File: src/rtl/frame_buf_rd_ctrl.sv
// Frame readout controller: drains a show-ahead pixel buffer into fval/lval-framed
// video using a geometry latched when the frame starts.
module frame_buf_rd_ctrl #(
  parameter int unsigned REG_WD  = 32,
  parameter int unsigned DATA_WD = 16
) (
  input  logic               clk,
  input  logic               reset,
  input  logic               i_frame_start,
  input  logic [REG_WD-1:0]  iv_roi_width,
  input  logic [REG_WD-1:0]  iv_roi_height,
  input  logic [REG_WD-1:0]  iv_h_blank,
  input  logic [REG_WD-1:0]  iv_fv_lead,
  input  logic               i_buf_empty,
  input  logic [DATA_WD-1:0] iv_buf_dout,
  output logic               o_buf_rd,
  output logic               o_fval,
  output logic               o_lval,
  output logic [DATA_WD-1:0] ov_pix_data,
  output logic               o_busy,
  output logic               o_underflow
);

  typedef enum logic [2:0] {
    IDLE   = 3'd0,
    LEAD   = 3'd1,
    LINE   = 3'd2,
    HBLANK = 3'd3,
    TAIL   = 3'd4
  } state_t;

  state_t             state;
  logic [REG_WD-1:0]  width_q;
  logic [REG_WD-1:0]  height_q;
  logic [REG_WD-1:0]  hblank_q;
  logic [REG_WD-1:0]  lead_q;
  logic [REG_WD-1:0]  pix_cnt;
  logic [REG_WD-1:0]  line_cnt;
  logic [REG_WD-1:0]  tmr;

  logic               pop_c;
  logic               start_ok_c;
  logic [REG_WD-1:0]  pix_nxt_c;
  logic [REG_WD-1:0]  line_nxt_c;
  logic [REG_WD-1:0]  tmr_nxt_c;

  // Pop is gated by reset so a mid-frame reset cannot steal a word from the buffer.
  assign pop_c      = (state == LINE) && !i_buf_empty && !reset;
  assign o_buf_rd   = pop_c;
  assign start_ok_c = i_frame_start && (iv_roi_width != '0) && (iv_roi_height != '0);
  assign pix_nxt_c  = pix_cnt + REG_WD'(1);
  assign line_nxt_c = line_cnt + REG_WD'(1);
  assign tmr_nxt_c  = tmr + REG_WD'(1);

  always_ff @(posedge clk) begin
    if (reset) begin
      state       <= IDLE;
      width_q     <= '0;
      height_q    <= '0;
      hblank_q    <= '0;
      lead_q      <= '0;
      pix_cnt     <= '0;
      line_cnt    <= '0;
      tmr         <= '0;
      o_fval      <= 1'b0;
      o_lval      <= 1'b0;
      ov_pix_data <= '0;
      o_busy      <= 1'b0;
      o_underflow <= 1'b0;
    end else begin
      o_lval <= pop_c;
      if (pop_c) begin
        ov_pix_data <= iv_buf_dout;
      end

      case (state)
        IDLE: begin
          if (start_ok_c) begin
            width_q  <= iv_roi_width;
            height_q <= iv_roi_height;
            hblank_q <= iv_h_blank;
            lead_q   <= iv_fv_lead;
            pix_cnt  <= '0;
            line_cnt <= '0;
            tmr      <= '0;
            o_fval   <= 1'b1;
            o_busy   <= 1'b1;
            state    <= (iv_fv_lead == '0) ? LINE : LEAD;
          end
        end

        LEAD: begin
          if (tmr_nxt_c == lead_q) begin
            tmr   <= '0;
            state <= LINE;
          end else begin
            tmr <= tmr_nxt_c;
          end
        end

        // An empty cycle here is always mid-line: the state leaves LINE on the last pop.
        LINE: begin
          if (!pop_c) begin
            o_underflow <= 1'b1;
          end else if (pix_nxt_c == width_q) begin
            pix_cnt  <= '0;
            line_cnt <= line_nxt_c;
            tmr      <= '0;
            if (line_nxt_c == height_q) begin
              state <= TAIL;
            end else if (hblank_q != '0) begin
              state <= HBLANK;
            end
          end else begin
            pix_cnt <= pix_nxt_c;
          end
        end

        HBLANK: begin
          if (tmr_nxt_c == hblank_q) begin
            tmr   <= '0;
            state <= LINE;
          end else begin
            tmr <= tmr_nxt_c;
          end
        end

        // First TAIL cycle carries the final lval; fv_lead more cycles follow it.
        TAIL: begin
          if (tmr == lead_q) begin
            tmr    <= '0;
            o_fval <= 1'b0;
            o_busy <= 1'b0;
            state  <= IDLE;
          end else begin
            tmr <= tmr_nxt_c;
          end
        end

        default: begin
          state <= IDLE;
        end
      endcase
    end
  end

endmodule
File: config.mk
export PLATFORM = sky130hd
export DESIGN_NAME = frame_buf_rd_ctrl
export DESIGN_NICKNAME = d
export VERILOG_FILES = /design/src/rtl/frame_buf_rd_ctrl.sv
export SDC_FILE = /design/constraint.sdc
export NUM_CORES = 1
export LEC_CHECK = 0
export CORE_MARGIN = 1.5
export CORE_UTILIZATION = 59
export CTS_BUF_LIST = sky130_fd_sc_hd__clkbuf_4 sky130_fd_sc_hd__clkbuf_8
export DETAILED_ROUTE_END_ITERATION = 7
export MAX_ROUTING_LAYER = met4
export PLACE_DENSITY_LB_ADDON = 0.15
export RECOVER_POWER = 50
export SYNTH_ARGS = -nofsm -noshare
export SYNTH_HDL_FRONTEND = slang
export SYNTH_SLANG_ARGS = --single-unit
File: constraint.sdc
create_clock -name clk -period 4.5 [get_ports clk]
set_clock_uncertainty 0.05 [all_clocks]
set_input_delay 0.45 -clock clk [delete_from_list [all_inputs] [get_ports clk]]
set_output_delay 0.45 -clock clk [all_outputs]
set_load 0.03 [all_outputs]
[Word-level counts from Yosys, hierarchy flattened]
Cells that the tools add are included.
Cells by class
  bitwise gates (word level): 1
  $add $sub $neg: 3
  equal/unequal tests: 16
  reductions and logical operators: 21
  muxes and demuxes: 26
Operators by type and width (number)
  $mux W32: 10
  $eq A32 B32 Y1: 5
  $pmux W32 S5: 1
  $pmux W32 S2: 2
  $add A32 B1 Y32 const B: 3
  $reduce_bool A32 Y1: 3
  $logic_not A32 Y1: 1
  $mux W3: 8
  $pmux W3 S5: 1
  $ne A2 B2 Y1 const B: 5
  $reduce_and A4 Y1: 2
  $reduce_and A7 Y1: 1
  $eq A3 B2 Y1 const B: 2
  $reduce_and A3 Y1: 2
  $reduce_bool A5 Y1: 1
  $logic_and A1 B1 Y1: 4
  $reduce_and A2 Y1: 2
  $reduce_bool A2 Y1: 2
  $eq A3 B1 Y1 const B: 1
  $eq A3 B3 Y1 const B: 1
  $logic_not A3 Y1: 1
  $ne A3 B1 Y1 const B: 1
  $logic_not A1 Y1: 2
  $mux W1: 2
  4 further kinds: 4
Word-level totals
  bits of input ports: 148
  logic and storage cells: 79
  bits in registers: 246
  output and inout bits: 21

[Depth between registers and ports, before layout]
Gate-level depths: netlist of the first run.
  depth after elaboration: 6
  gate-level depth with buffers: 14
  gate-level depth less buffers: 11

[Least setup slack after synthesis of the first run]
No wires, ideal clock.
  kind: reg-to-reg
  start: register line_cnt[0]
  end: register state[0]
  data required time: 4364 ps
  slack: 845 ps
  stages on the path, launching flop included: 13
  data arrival time: 3519 ps
  period minus slack after synthesis: 3655 ps
  setup time: 86 ps
  buffers on the path: 1
  path through: dfxtp_1 > ha_1 > and3_1 > nand3_1 > or4_1 > buf_2 > mux2i_1 > a22oi_1 > or4_1 > or4_4 > nor4b_1 > or3_1 > a221oi_2
On the way
  longest elaborated chain between the ends: 6
  elaborated cells on any way between the ends: 8
  classes of those cells: add/sub (1); eq/ne (2); mux (4); reduce/logical (1)
Ends and longest elaborated chain
  from (decl): line 38  | logic [REG_WD-1:0] line_cnt;
  from (signal assigned): line 107  | line_cnt <= line_nxt_c;
  $add A32 B1 Y32 (*): line 52  | assign line_nxt_c = line_cnt + REG_WD'(1);
  $eq A32 B32 Y1 (*): line 109  | if (line_nxt_c == height_q) begin
  $mux W3: line 109
  $mux W3: line 105  | end else if (pix_nxt_c == width_q) begin
  $mux W3: line 103  | if (!pop_c) begin
  $pmux W3 S5: line 76  | case (state)
  to (signal assigned): line 88  | state <= (iv_fv_lead == '0) ? LINE : LEAD;
  to (decl): line 32  | state_t state;
Mark *: on every way between the ends. The rest lies on a longest branch, timed or not. The select of a mux whose other input is x is not followed.
A chain may end at the register's enable or synchronous reset.

[Final worst setup path of the first run]
  start: register pix_cnt[0]
  end: register tmr[20]
On the way
  longest elaborated chain between the ends: 4
Ends and longest elaborated chain
  from (decl): line 37  | logic [REG_WD-1:0] pix_cnt;
  from (signal assigned): line 115  | pix_cnt <= pix_nxt_c;
  $add A32 B1 Y32: line 51  | assign pix_nxt_c = pix_cnt + REG_WD'(1);
  $eq A32 B32 Y1: line 105
  $ne A2 B1 Y1 (no line)
  $reduce_and A4 Y1 (no line)
  to (signal assigned): line 97  | tmr <= tmr_nxt_c;
  to (signal assigned): line 124  | tmr <= tmr_nxt_c;
  to (signal assigned): line 136  | tmr <= tmr_nxt_c;
  to (decl): line 39  | logic [REG_WD-1:0] tmr;
Every way passes these cells.

==> flow_summary.json, run 1 <==
{
  "htree_num_levels": 2,
  "asyncSetResetFlopFracSynth": 0,
  "syn-instance-count": 1956,
  "placed_cells": 2367,
  "critical_path_class": "reg -> reg",
  "gr-usage-all-layers": 0.365,
  "die_w_um": 160,
  "port_buffers": 168,
  "crit_path_max_fanout": 22,
  "area_delta_synth_final_pct": 20.4,
  "critical_path_required_ns": 4.84,
  "startpoint_type": "flip-flop",
  "syn_nets": 2107,
  "ys_types": 81,
  "via_per_inst": 6.19,
  "n_fill_cell": 2023,
  "routedWlPerCell_um": 19.1,
  "slew_viol_final": 0,
  "reg2regPathDepth": 14,
  "place_congestion": 0.992,
  "wl_um": 46700,
  "hold_viol": 0,
  "synth_top_family_by_area": "simple AND/OR/NAND/NOR gates",
  "status": "complete, no violations",
  "irDropWorstVdd_mv": 0.326,
  "rsz0062_at_grt": "false",
  "p_per_area_nw_per_um2": 407,
  "tightest_slew_ns": 1.43,
  "p_seq_frac": 0.380,
  "setup_violations": 0,
  "final_cells": 2444,
  "cts_buffers": 42,
  "r2r_slack_ns": 0.23,
  "finalSetupTns_ns": 0,
  "avgSynthCellArea_um2": 7.42,
  "vias": 15100,
  "drtPass1Iterations": 6,
  "clk_latency_ns": 0.56,
  "fmax_mhz": 234,
  "combinationalPowerShare": 0.299,
  "multi_input_area_um2": 8890,
  "clkTransAtPathRegs_ns": 0.06,
  "antenna_found_initial": 0,
  "drive_gt1_frac": 0.0816,
  "start_util": 0.598,
  "p_sw_frac": 0.352,
  "grt_max_degree": 94,
  "gr-total-overflow": 0,
  "power_switching_uw": 2500,
  "min_path_type": "in -> reg",
  "crit_arrival_ns": 4.61,
  "syn_area_um2": 14500,
  "maxCapViolations": 0,
  "drt_iter0_markers": 1615,
  "period_share": 0.949,
  "cts_sinks": 246,
  "relSlewSlack": 0.0462,
  "synth-simple-area-share": 0.307,
  "synth.area.mux_share": 0.00414,
  "p_leak_uw": 0.00616,
  "dieArea_um2": 25500,
  "clockBufferDepth": 3,
  "grt_first_pass_wirelength_um": 73700,
  "reg2reg_from": "pix_cnt[0]$_SDFFE_PP0P_",
  "grt_pass1_vias": 14000,
  "final_cell_mix": "383 x nand2_1, 246 x dfxtp_1, 209 x a21oi_1",
  "ios": 169,
  "n_antenna_cell": 0,
  "clkPwrFrac": 0.321,
  "holdWs_ns": 0.245,
  "clock-root-buffer": "clkbuf_8",
  "antenna_left": 0,
  "synthAdderAreaFrac": 0.00259,
  "ff_latch_area_um2": 4920,
  "worstReg2RegEnd": "tmr[20]$_SDFFE_PP0P_",
  "rows": 57,
  "drc": 0,
  "hp-start": "reset",
  "synth_seq_cells": 246,
  "yosysSeqAreaShare": 0.339,
  "power.internal_uw": 4610,
  "die_h_um": 160,
  "min_to": "lead_q[13]$_SDFFE_PP0P_",
  "ys.flop_type": "dfxtp_1",
  "dp_hpwl_um": 34000,
  "nets": 2239,
  "min_period_ns": 4.27,
  "core_um2": 24200,
  "crit_path_end_kind": "flip-flop",
  "mostFrequentLayoutCell": "nand2_1",
  "synth_compound_area_frac": 0.183,
  "yosysWarnings": 0,
  "cts_tree": "built",
  "synthXorXnorAreaFrac": 0.114,
  "hold_depth": 2,
  "synth_edf_count": 0
}
[area by class of cell]
| class | count | share of cell area |
|---|---|---|
| clock inverter | 8 | 0.00680 |
| timing repair buffer | 239 | 0.127 |
| clock buffer | 68 | 0.0478 |
| inverter | 24 | 0.00516 |
| multi-input combinational | 1535 | 0.509 |
| sequential | 246 | 0.282 |
| tap | 324 | 0.0232 |
[sequential cells by signal, indices dropped and copies added (netlist names)]
signal,cells
height_q,32
o_lval,1
ov_pix_data,16
state,3
line_cnt,32
pix_cnt,32
tmr,32
lead_q,32
o_underflow,1
width_q,32
hblank_q,32
o_busy,1
[critical path: stages, from the launching register on]
cell and delay (ns):
dfxtp_1 0.49, ha_1 0.36, and2_1 0.21, nand4_1 0.17, or2_0 0.28, a2111o_1 0.36, a221o_1 0.29, or4_1 0.72
nor2_8 0.18, buf_4 0.20, o31ai_1 0.08, buf_4 0.20, nand2_1 0.08, buf_4 0.29, a31oi_1 0.13
[metal layers]
layer / global-route usage / wire length (um) / up-vias
met5: - / 0 / -
met1: 0.475 / 20000 / 7019
li1: - / - / 7195
met3: 0.0494 / 3680 / 141
met2: 0.580 / 21200 / 766
met4: 0.138 / 1750 / 0
[kinds of logic (layout without fill, tap and decap cells)]
family                     after synthesis  count (layout)
AOI/OAI and AO/OA                      449             449
xor gates and xnor gates               189             189
adders and majority gates                3               3
buffers and inverters                  176             339
DFF                                    246             246
muxes                                    6               6
and+or+nand+nor                        887             888
[metrics by stage]
step           instance area [um^2]  utilization  setup WS (ns)  power (uW)
2_1_floorplan                 14500            -          0.845        4090
3_3_place_gp                  16500        0.682          0.326        4780
3_5_place_dp                  16500        0.682          0.246        4820
4_1_cts                       17500        0.721          0.204        7090
5_1_grt                       17500        0.721         0.0229        7440
6_report                      17500        0.721          0.230        7110
[worst max-delay path by stage]
| stage | slack (ns) | to | depth (start not counted) | startpoint |
|---|---|---|---|---|
| 6_report | 0.23 | tmr[20]$_SDFFE_PP0P_ | 14 | pix_cnt[0]$_SDFFE_PP0P_ |
| 3_3_place_gp | 0.33 | tmr[10]$_SDFFE_PP0P_ | 14 | tmr[13]$_SDFFE_PP0P_ |
| 5_1_grt | 0.02 | state[2]$_SDFFE_PP0P_ | 13 | tmr[13]$_SDFFE_PP0P_ |
| 4_1_cts | 0.20 | tmr[10]$_SDFFE_PP0P_ | 14 | tmr[13]$_SDFFE_PP0P_ |
| 2_1_floorplan | 0.84 | state[0]$_SDFFE_PP0P_ | 12 | line_cnt[0]$_SDFFE_PP0P_ |
| 3_5_place_dp | 0.25 | line_cnt[4]$_SDFFE_PP0P_ | 12 | pix_cnt[0]$_SDFFE_PP0P_ |
[synthesized netlist by cell type, drive strengths merged, types with 5 or more instances]
cell type  instances  area share
nor4b              6      0.0036
nor3b              6      0.0031
a31oi             36       0.016
nor3              47       0.016
nand2b            18      0.0078
nand3b            19      0.0098
mux2i              6      0.0041
dfxtp            246        0.34
xor2              54       0.033
a311oi             6      0.0036
nand2            386        0.10
o21a               6      0.0031
and3              32       0.014
o21ai            106       0.037
nor2              95       0.026
nor2b             17      0.0073
clkbuf           116       0.030
nor4              66       0.032
and2              14      0.0060
a22oi              6      0.0031
inv               24      0.0062
or4               19       0.010
or3               26       0.011
nand3             57       0.021
buf               36       0.014
nand4             53       0.024
and4              16      0.0097
xnor2            135       0.081
o2111ai            6      0.0041
o31ai              9      0.0056
a21oi            209       0.072
o22ai              5      0.0022
a211oi            10      0.0052
[power by group through the flow]
stage               logic, uW  registers [uW]  clock network (uW)
finish                   2130            2700                2280
global route             2310            2720                2400
CTS                      2100            2690                2300
detailed placement       2080            2740                   0
global placement         2040            2730                   0
floorplan                1430            2650                   0
[timing repair]
action,in CTS,in global routing
hold buffers,0,0
setup buffers,0,0
endpoints found under the hold margin,0,0
gates resized for setup,0,1
setup endpoints to repair,0,37
Note: power is estimated with default switching activity, not from simulation.
==> run 2, diff against run 1 <==
--- a/config.mk
+++ b/config.mk
@@ -6,8 +6,7 @@
 export NUM_CORES = 1
 export LEC_CHECK = 0
 export CORE_MARGIN = 1.5
-export CORE_UTILIZATION = 59
-export CTS_BUF_LIST = sky130_fd_sc_hd__clkbuf_4 sky130_fd_sc_hd__clkbuf_8
+export CORE_UTILIZATION = 57
 export DETAILED_ROUTE_END_ITERATION = 7
 export MAX_ROUTING_LAYER = met4
 export PLACE_DENSITY_LB_ADDON = 0.15
==> run 2 against run 1 <==
  * The flow now finishes with violations (capacitance limit, slew limit)
  * Register-to-register slack gained 0.06 ns
  * Wire length about the same
  * Worst hold slack lost 0.080 ns
  * Count of clock-buffer cells in the layout is 29 lower
  * Global-route usage is 1.2 points lower
  * Die area increased by 3.4%
  * Largest power group unchanged
==> flow_summary.json, run 2 (same netlist as run 1, synthesis figures left out) <==
{
  "via_per_inst": 6.19,
  "grt_max_degree": 129,
  "crit_path_end_kind": "flip-flop",
  "drc": 0,
  "port_buffers": 168,
  "die_h_um": 163,
  "cts_sinks": 246,
  "endpoint": "hblank_q[6]$_SDFFE_PP0P_",
  "relSlewSlack": -0.492,
  "cp.buffers_inverters": 2,
  "slew_viol_final": 204,
  "gr-total-overflow": 0,
  "clockBufferDepth": 3,
  "rsz0062_at_grt": "false",
  "status": "complete, but fails checks",
  "die_w_um": 163,
  "drt_iter0_markers": 1749,
  "n_antenna_cell": 0,
  "startpoint_type": "input port",
  "antenna_found_initial": 0,
  "power_switching_uw": 2500,
  "antenna_left": 0,
  "tightest_slew_ns": 2.24,
  "period_share": 0.946,
  "slowest_stage": "buf_2",
  "p_seq_frac": 0.377,
  "worstSetupStartpoint": "iv_roi_width[18]",
  "clkPwrFrac": 0.327,
  "violations": "capacitance limit, slew limit",
  "nets": 2210,
  "clk_latency_ns": 0.56,
  "p_leak_uw": 0.00604,
  "core_um2": 25100,
  "worstPathCellList": "clkdlybuf4s50_1 -> nor4_1 -> nand4_1 -> nor2_1 -> nor4b_1 -> and2_4 -> buf_2 -> nand2_1 -> a21oi_1",
  "min_period_ns": 4.26,
  "drive_gt1_frac": 0.0640,
  "drtPass1Iterations": 6,
  "p_sw_frac": 0.349,
  "final_cell_mix": "382 x nand2_1, 246 x dfxtp_1, 208 x a21oi_1",
  "vias": 14900,
  "area_delta_synth_final_pct": 19.7,
  "wl_um": 46700,
  "combinationalPowerShare": 0.296,
  "cts_hold_buf": 0,
  "grt_pass1_vias": 13800,
  "irDropWorstVdd_mv": 0.297,
  "routedWlPerCell_um": 19.4,
  "fmax_mhz": 235,
  "worstReg2RegEnd": "line_cnt[5]$_SDFFE_PP0P_",
  "htree_num_levels": 1,
  "p_per_area_nw_per_um2": 413,
  "slowest_delay_ns": 1.61,
  "place_congestion": 0.989,
  "power.internal_uw": 4670,
  "crit_arrival_ns": 4.68,
  "dp_hpwl_um": 33500,
  "setup_violations": 0,
  "reg2reg_from": "pix_cnt[7]$_SDFFE_PP0P_",
  "n_fill_cell": 2177,
  "dieArea_um2": 26400,
  "placed_cells": 2359,
  "min_path_type": "in -> reg",
  "gr-usage-all-layers": 0.353,
  "finalSetupTns_ns": 0,
  "cp_top_family": "buffers and inverters",
  "grt_first_pass_wirelength_um": 73000,
  "clkTransAtPathRegs_ns": 0.06,
  "start_util": 0.578,
  "maxCapViolations": 2,
  "r2r_slack_ns": 0.29,
  "ios": 169,
  "mostFrequentLayoutCell": "nand2_1",
  "clock-root-buffer": "clkbuf_16",
  "hold_viol": 0,
  "reg2regPathDepth": 11,
  "path_depth": 9,
  "rows": 58,
  "critical_path_class": "in -> reg",
  "final_cells": 2408,
  "cts_buffers": 28,
  "critical_path_required_ns": 4.93,
  "crit_path_max_fanout": 128,
  "cts_tree": "built"
}
## run 2: how the worst min path moves through the flow
stage | from | end | slack, ns | depth (start not counted)
final | reset | tmr[0]$_SDFFE_PP0P_ | 0.16 | 2
after global routing | reset | hblank_q[2]$_SDFFE_PP0P_ | 0.16 | 2
after CTS | reset | tmr[0]$_SDFFE_PP0P_ | 0.14 | 2
after detailed placement | ov_pix_data[1]$_SDFFE_PP0P_ | ov_pix_data[1]$_SDFFE_PP0P_ | 0.40 | 2
after global placement | ov_pix_data[7]$_SDFFE_PP0P_ | ov_pix_data[7]$_SDFFE_PP0P_ | 0.39 | 2
after floorplan | width_q[12]$_SDFFE_PP0P_ | width_q[12]$_SDFFE_PP0P_ | 0.40 | 2
## run 2: what timing repair did
item / 4_1_cts / 5_1_grt
gates resized for setup: 0 / 5
setup buffers: 0 / 0
endpoints found under the setup margin: 0 / 24
## run 2: layout make-up
cell class | instances | area, um^2 | share of cell area
Multi-Input combinational cell | 1534 | 8900 | 0.512
Sequential cell | 246 | 4920 | 0.284
Timing Repair Buffer | 225 | 2090 | 0.121
Clock buffer | 39 | 802 | 0.0462
Tap cell | 330 | 413 | 0.0238
Clock inverter | 10 | 144 | 0.00829
Inverter | 24 | 90.1 | 0.00519
## run 2: worst reg2reg max path, stage by stage, from the launching register on
cell and delay (ns):
dfxtp_1 0.52, nand2_1 0.23, or3_1 0.50, or2_0 0.26, a2111o_1 0.37, a221o_1 0.31, or4_4 0.60, nor2_8 0.23
nand2_2 0.27, buf_4 0.29, or3_1 0.36, a21oi_1 0.15
## run 2: metrics by stage
step / power (uW) / area [um^2] / hold slack, ns / util / worst slack [ns]
global placement: 4780 / 16400 / 0.395 / 0.654 / 0.350
finish: 7180 / 17400 / 0.165 / 0.692 / 0.242
global route: 7510 / 17400 / 0.162 / 0.692 / 0.0129
CTS: 7160 / 17400 / 0.139 / 0.692 / 0.198
detailed placement: 4820 / 16400 / 0.402 / 0.654 / 0.241
floorplan: 4090 / 14500 / 0.395 / - / 0.845
## run 2: power groups by stage
stage,sequential [uW],combinational (uW),clock [uW]
5_1_grt,2730,2320,2460
3_3_place_gp,2740,2040,0
3_5_place_dp,2750,2070,0
2_1_floorplan,2650,1430,0
4_1_cts,2700,2090,2370
6_report,2710,2120,2340
## run 2: layer usage
metal	vias to the layer above	track usage	routed length, um
li1	7132	-	-
met4	0	0.126	1810
met5	-	-	0
met1	7018	0.446	19600
met2	631	0.582	22000
met3	126	0.0456	3280
